===== src/rtl/lut_cfg_pkg.sv =====
// Shared types, sizing and entry unpacking for the runtime-loadable LUT neuron.
// Sizing is fixed here so the loader and its RAM agree on word count and lane layout.
package lut_cfg_pkg;

    localparam int LUT_IN_BITS  = 6;
    localparam int LUT_OUT_BITS = 2;
    localparam int LUT_PACK     = 4;

    localparam int WORDS = (2 ** LUT_IN_BITS) / LUT_PACK;
    localparam int CNT_W = (WORDS > 1) ? $clog2(WORDS) : 1;

    typedef enum logic [1:0] {
        EMPTY,
        LOAD,
        READY
    } state_t;

    // Entries are packed LSB-first: entry k sits at bits [k*OUT_BITS +: OUT_BITS].
    function automatic logic [LUT_OUT_BITS-1:0] entry_slice(
        input logic [LUT_PACK*LUT_OUT_BITS-1:0] word,
        input int                               k
    );
        return word[k*LUT_OUT_BITS +: LUT_OUT_BITS];
    endfunction

endpackage


===== src/rtl/lut_neuron_loader_ram.sv =====
// Distributed LUT storage: PACK parallel write lanes, one registered read port.
// One-cycle read latency; no backpressure, reads and writes are never stalled.
module lut_dist_ram
    import lut_cfg_pkg::*;
(
    input  logic                             clk,
    input  logic                             rst,
    input  logic                             we,
    input  logic [CNT_W-1:0]                 wr_word,
    input  logic [LUT_PACK*LUT_OUT_BITS-1:0] wr_data,
    input  logic                             rd_en,
    input  logic [LUT_IN_BITS-1:0]           rd_addr,
    output logic                             rd_valid,
    output logic [LUT_OUT_BITS-1:0]          rd_data
);

    (* rom_style = "distributed" *)
    logic [LUT_OUT_BITS-1:0] mem [2**LUT_IN_BITS];

    // Storage is deliberately unreset; contents are defined only after a full load.
    always_ff @(posedge clk) begin
        if (we) begin
            for (int k = 0; k < LUT_PACK; k++) begin
                mem[LUT_IN_BITS'(int'(wr_word) * LUT_PACK + k)] <= entry_slice(wr_data, k);
            end
        end
    end

    always_ff @(posedge clk or posedge rst) begin
        if (rst) begin
            rd_valid <= 1'b0;
            rd_data  <= '0;
        end else begin
            rd_valid <= rd_en;
            if (rd_en) begin
                rd_data <= mem[rd_addr];
            end
        end
    end

endmodule


===== src/rtl/lut_neuron_loader.sv =====
// Runtime-programmable LUT neuron: serial table load, then registered lookups.
// Lookup latency 1 cycle; cfg side is ready only in LOAD, out side has no backpressure.
module lut_neuron_loader
    import lut_cfg_pkg::*;
#(
    parameter int IN_BITS  = LUT_IN_BITS,
    parameter int OUT_BITS = LUT_OUT_BITS,
    parameter int PACK     = LUT_PACK
) (
    input  logic                     clk,
    input  logic                     rst,
    input  logic                     cfg_start,
    input  logic                     cfg_valid,
    input  logic [PACK*OUT_BITS-1:0] cfg_data,
    output logic                     cfg_ready,
    output logic                     table_valid,
    output logic                     cfg_err,
    input  logic                     in_valid,
    input  logic [IN_BITS-1:0]       in_data,
    output logic                     in_ready,
    output logic                     out_valid,
    output logic [OUT_BITS-1:0]      out_data
);

    state_t           state, state_nxt;
    logic [CNT_W-1:0] cnt, cnt_nxt;
    logic             wr_en;
    logic             rd_en;

    always_ff @(posedge clk or posedge rst) begin
        if (rst) begin
            state   <= EMPTY;
            cnt     <= '0;
            cfg_err <= 1'b0;
        end else begin
            state <= state_nxt;
            cnt   <= cnt_nxt;
            if (cfg_valid && !cfg_ready && !cfg_start) begin
                cfg_err <= 1'b1;
            end
        end
    end

    always_comb begin
        state_nxt = state;
        cnt_nxt   = cnt;
        wr_en     = 1'b0;
        cfg_ready = (state == LOAD);
        case (state)
            EMPTY: begin
                if (cfg_start) begin
                    state_nxt = LOAD;
                    cnt_nxt   = '0;
                end
            end
            LOAD: begin
                // A restart wins over a word offered in the same cycle.
                if (cfg_start) begin
                    cnt_nxt = '0;
                end else if (cfg_valid) begin
                    wr_en = 1'b1;
                    if (cnt == CNT_W'(WORDS - 1)) begin
                        state_nxt = READY;
                        cnt_nxt   = '0;
                    end else begin
                        cnt_nxt = cnt + 1'b1;
                    end
                end
            end
            READY: begin
                if (cfg_start) begin
                    state_nxt = LOAD;
                    cnt_nxt   = '0;
                end
            end
            default: state_nxt = EMPTY;
        endcase
    end

    assign table_valid = (state == READY);
    assign in_ready    = table_valid;
    assign rd_en       = in_valid && in_ready;

    lut_dist_ram u_ram (
        .clk      (clk),
        .rst      (rst),
        .we       (wr_en),
        .wr_word  (cnt),
        .wr_data  (cfg_data),
        .rd_en    (rd_en),
        .rd_addr  (in_data),
        .rd_valid (out_valid),
        .rd_data  (out_data)
    );

endmodule


===== config.mk =====
export PLATFORM = sky130hd
export DESIGN_NAME = lut_neuron_loader
export DESIGN_NICKNAME = d
export VERILOG_FILES = /design/src/rtl/lut_cfg_pkg.sv /design/src/rtl/lut_neuron_loader_ram.sv /design/src/rtl/lut_neuron_loader.sv
export SDC_FILE = /design/constraint.sdc
export NUM_CORES = 1
export LEC_CHECK = 0
export ABC_CLOCK_PERIOD_IN_PS = 2610
export CAP_MARGIN = 15
export CELL_PAD_IN_SITES_DETAIL_PLACEMENT = 0
export CELL_PAD_IN_SITES_GLOBAL_PLACEMENT = 1
export CORE_UTILIZATION = 30
export CTS_BUF_LIST = sky130_fd_sc_hd__clkbuf_8 sky130_fd_sc_hd__clkbuf_16
export DETAILED_ROUTE_END_ITERATION = 8
export GPL_TIMING_DRIVEN = 0
export PLACE_DENSITY_LB_ADDON = 0.2
export SYNTH_ARGS = -nofsm -noshare
export SYNTH_HDL_FRONTEND = slang
export SYNTH_SLANG_ARGS = --single-unit
export TNS_END_PERCENT = 100

===== constraint.sdc =====
create_clock -name clk -period 2.61 [get_ports clk]
set_clock_uncertainty 0.15 [all_clocks]
set_input_delay 0.783 -clock clk [delete_from_list [all_inputs] [get_ports clk]]
set_output_delay 0.783 -clock clk [all_outputs]
set_load 0.005 [all_outputs]

==> flow_metrics.tcl <==
set metrics [dict create \
    yosys-top-cells-count "128 x sky130_fd_sc_hd__edfxtp_1, 28 x sky130_fd_sc_hd__mux4_2, 19 x sky130_fd_sc_hd__nor2_1" \
    min_period_ns 2.560 \
    dominant_combinational_cell_family_by_area_after_synthesis "multiplexers" \
    synthXorXnorAreaFrac 0 \
    die_h_um 137.8 \
    first_iter_violations 311 \
    worst-endpoint-required_ns 2.75 \
    place_congestion 0.7910 \
    yosys-top-cells-area "sky130_fd_sc_hd__edfxtp_1 70%, sky130_fd_sc_hd__mux4_2 11%, sky130_fd_sc_hd__dfrtp_1 4.5%" \
    area_occupied_by_multi_input_gates_um2 1485 \
    via_count 2868 \
    run_status "completed" \
    ff2ff_setup_slack_ns 0.27 \
    route.detailed.wl_per_inst_um 19.57 \
    grt_antenna_before_repair 0 \
    worst_r2r_path_depth 4 \
    ys_seq_area_frac 0.7403 \
    clock_sinks 138 \
    final_nets 372 \
    layout-area-overhead-vs-synth_pct 23.44 \
    comb_power_share 0.054 \
    cp.arrival_ns 2.70 \
    synth_top_area_share 0.6950 \
    worstSetupStartpointType "input port" \
    final_min_period_over_clock_period 0.9809 \
    post_synth_mux_area_share 0.1344 \
    share_seq_of_total_power 0.489 \
    global_route_wire_length_before_repair_um 18060 \
    fp.coreArea_um2 18020 \
    worst_hold_endpoint "cfg_err" \
    totalNegativeSetupSlack_ns 0 \
    portBuffers 23 \
    synth.distinct_cells 30 \
    cts_buffers 17 \
    grt_max_degree 17 \
    syn_area_per_cell_um2 18.13 \
    hold_path.startpoint "cfg_err" \
    crit-reg2reg-launch "cnt[2]" \
    worst_case_setup_slack_after_placement_ns -1.232 \
    routed_wire_length_um 11630 \
    ant_nets 0 \
    power_switching_share 0.2004 \
    die_width_um 137.8 \
    register_clock_pin_slew_on_the_reported_worst_setup_and_hold_paths_ns 0.06 \
    yosys_warnings 0 \
    netlist.top_cell.by_area "sky130_fd_sc_hd__edfxtp_1" \
    post-layout-total-power_uw 5039 \
    cts-htree-levels 4 \
    pin_count 26 \
    slew_headroom 0.4408 \
    whs_path_depth 1 \
    max-clock-path-buffers 2 \
    share_of_total_power_in_the_clock_network 0.458 \
    first_global_vias 3049 \
    synth-async-reset-ratio 0.07246 \
    ys_ff_latch 138 \
    insertion_delay_ns 0.41 \
    number_of_enable_flip_flop_cells_after_synthesis 128 \
    post_synthesis_instance_total 305 \
    post_synth_fa_ha_maj_area_fraction 0.002262 \
    finalWorstSetupSlack_ns 0.04993 \
    cts_tree "built" \
    gr_ovfl_total 0 \
    num_rows 49 \
    seqCellArea_um2 4095 \
    drive_gt1_frac 0.2849 \
    synth_area_in_compound_gates 0.03982 \
    avgViaCountPerCell 4.828 \
    detailedPlacementHpwl_um 7810 \
    insertedDiodeCount 0 \
    total_leakage_power_uw 0.002193 \
    syn-num-nets 325 \
    holdBufCountCts 0 \
    timing.final.setup_violations 0 \
    cp-end-kind "flop" \
    rsz0062_at_grt "no" \
    globalRouteTotalUtil 0.1379 \
    synth_area_um2 5530 \
    max-cap-violations 0 \
    worst-path-max-fanout 10 \
    post_synth_and_or_nand_nor_area_fraction 0.06787 \
    die_area_um2 18980 \
    max-vdd-ir-drop_v 0.0004007 \
    cellInternalPower_uw 4029 \
    slew_viol_final 0 \
    first_pass_iteration_count_of_the_detailed_router 4 \
    worstHoldPathType "reg -> reg" \
    power_per_cell_area_nw_per_um2 738.1 \
    timing_worst_slew_pin_value_ns 0.8357 \
    ctsRootBufferMaster "sky130_fd_sc_hd__clkbuf_16" \
    hold_violations 0 \
    crit_type "in -> reg" \
    timing.fmax_ghz 0.3906 \
    initial_core_utilization 0.3068 \
    most_common_flop_cell_mapped_by_yosys "sky130_fd_sc_hd__edfxtp_1" \
    leading_cell_type_by_number_of_instances_after_synthesis "sky130_fd_sc_hd__edfxtp_1" \
    rr_endpoint "u_ram.mem[58][0]" \
    route.detailed.drc 0 \
    net-switching-power_uw 1010 \
    fillerInstances 1693 \
]
==> cells in the final DEF (no fill, tap or decap), drive strengths merged <==
cell and count:
a211oi 6, o22ai 4, a22oi 3, nor2 19, nand2b 5, bufinv 3, nand3 10, o21ai 6
mux4 28, nor4 2, o21bai 1, clkdlybuf4s50 21, a2111oi 4, or2 1, inv 7, a32o 1
or3 1, nor2b 14, dfrtp 10, buf 13, mux2 10, clkdlybuf4s15 1, clkinv 7, nand4 1
and2 1, clkbuf 26, a21o 2, clkinvlp 1, nor3 9, ha 1, edfxtp 128, a21oi 3
o31ai 2, nand2 14
==> sequential cells by signal (all words and copies together) (netlist names) <==
name and cells:
cfg_err 1, cnt 4, state 2, u_ram.rd_data 2, u_ram.mem 128, u_ram.rd_valid 1
==> how the worst max path moves through the flow <==
stage                          start                to
after floorplan           in_data[4]  u_ram.rd_data[0]
after global placement    in_data[2]  u_ram.rd_data[1]
after detailed placement  in_data[2]  u_ram.rd_data[1]
after CTS                  cfg_start  u_ram.mem[17][1]
after global routing      in_data[2]  u_ram.rd_data[0]
final                     in_data[2]  u_ram.rd_data[1]
==> metrics by stage <==
step	area, um^2	hold WS [ns]	util	instances
finish	6827	0.3338	0.3787	594
global route	6827	0.3555	0.3787	594
global placement	6057	0.3186	0.3360	557
detailed placement	6087	0.3204	0.3377	560
floorplan	5540	0.3178	-	305
CTS	6715	0.3443	0.3726	592
==> per-layer routing <==
metal,GRT usage,up-vias,share of wire
met2,0.2085,56,0.47
met1,0.1885,1482,0.47
met5,0,-,0
met4,0.05254,0,0.013
met3,0.03790,12,0.051
li1,-,1318,-
==> cell type report <==
cell class              instances  area share
plain buffers                  16     0.01668
clock buffers                  17     0.06232
clock inverters                15     0.02089
inverters                       3    0.001650
multi-input cells             148      0.2176
flip-flops and latches        138      0.5999
well taps                     229     0.04197
repair buffers                 28     0.03904
==> worst max-delay path, stage by stage <==
cell and delay (ns):
sky130_fd_sc_hd__clkdlybuf4s15_2 0.25, sky130_fd_sc_hd__buf_6 0.20, sky130_fd_sc_hd__mux4_2 0.55, sky130_fd_sc_hd__mux4_2 0.48, sky130_fd_sc_hd__mux2_2 0.28, sky130_fd_sc_hd__o22ai_1 0.11, sky130_fd_sc_hd__nor2_1 0.06
==> power by group through the flow <==
stage	logic (uW)	clock network [uW]	registers, uW
floorplan	141	0	2500
finish	270	2310	2460
CTS	267	2360	2460
detailed placement	260	0	2510
global route	296	2460	2460
global placement	255	0	2510
==> what timing repair did <==
item | in CTS | in global routing
endpoints found under the setup margin | 113 | 112
gates resized for setup | 24 | 27
setup buffers | 0 | 2
pin swaps | 0 | 1
==> cells by family (layout without fill, tap and decap cells) <==
family	after synthesis	in the layout
flops	138	138
simple gates	77	77
mux	38	38
compound gates	32	32
buf+inv	19	79
fa+ha+maj	1	1
(Power assumes the default switching activity.)
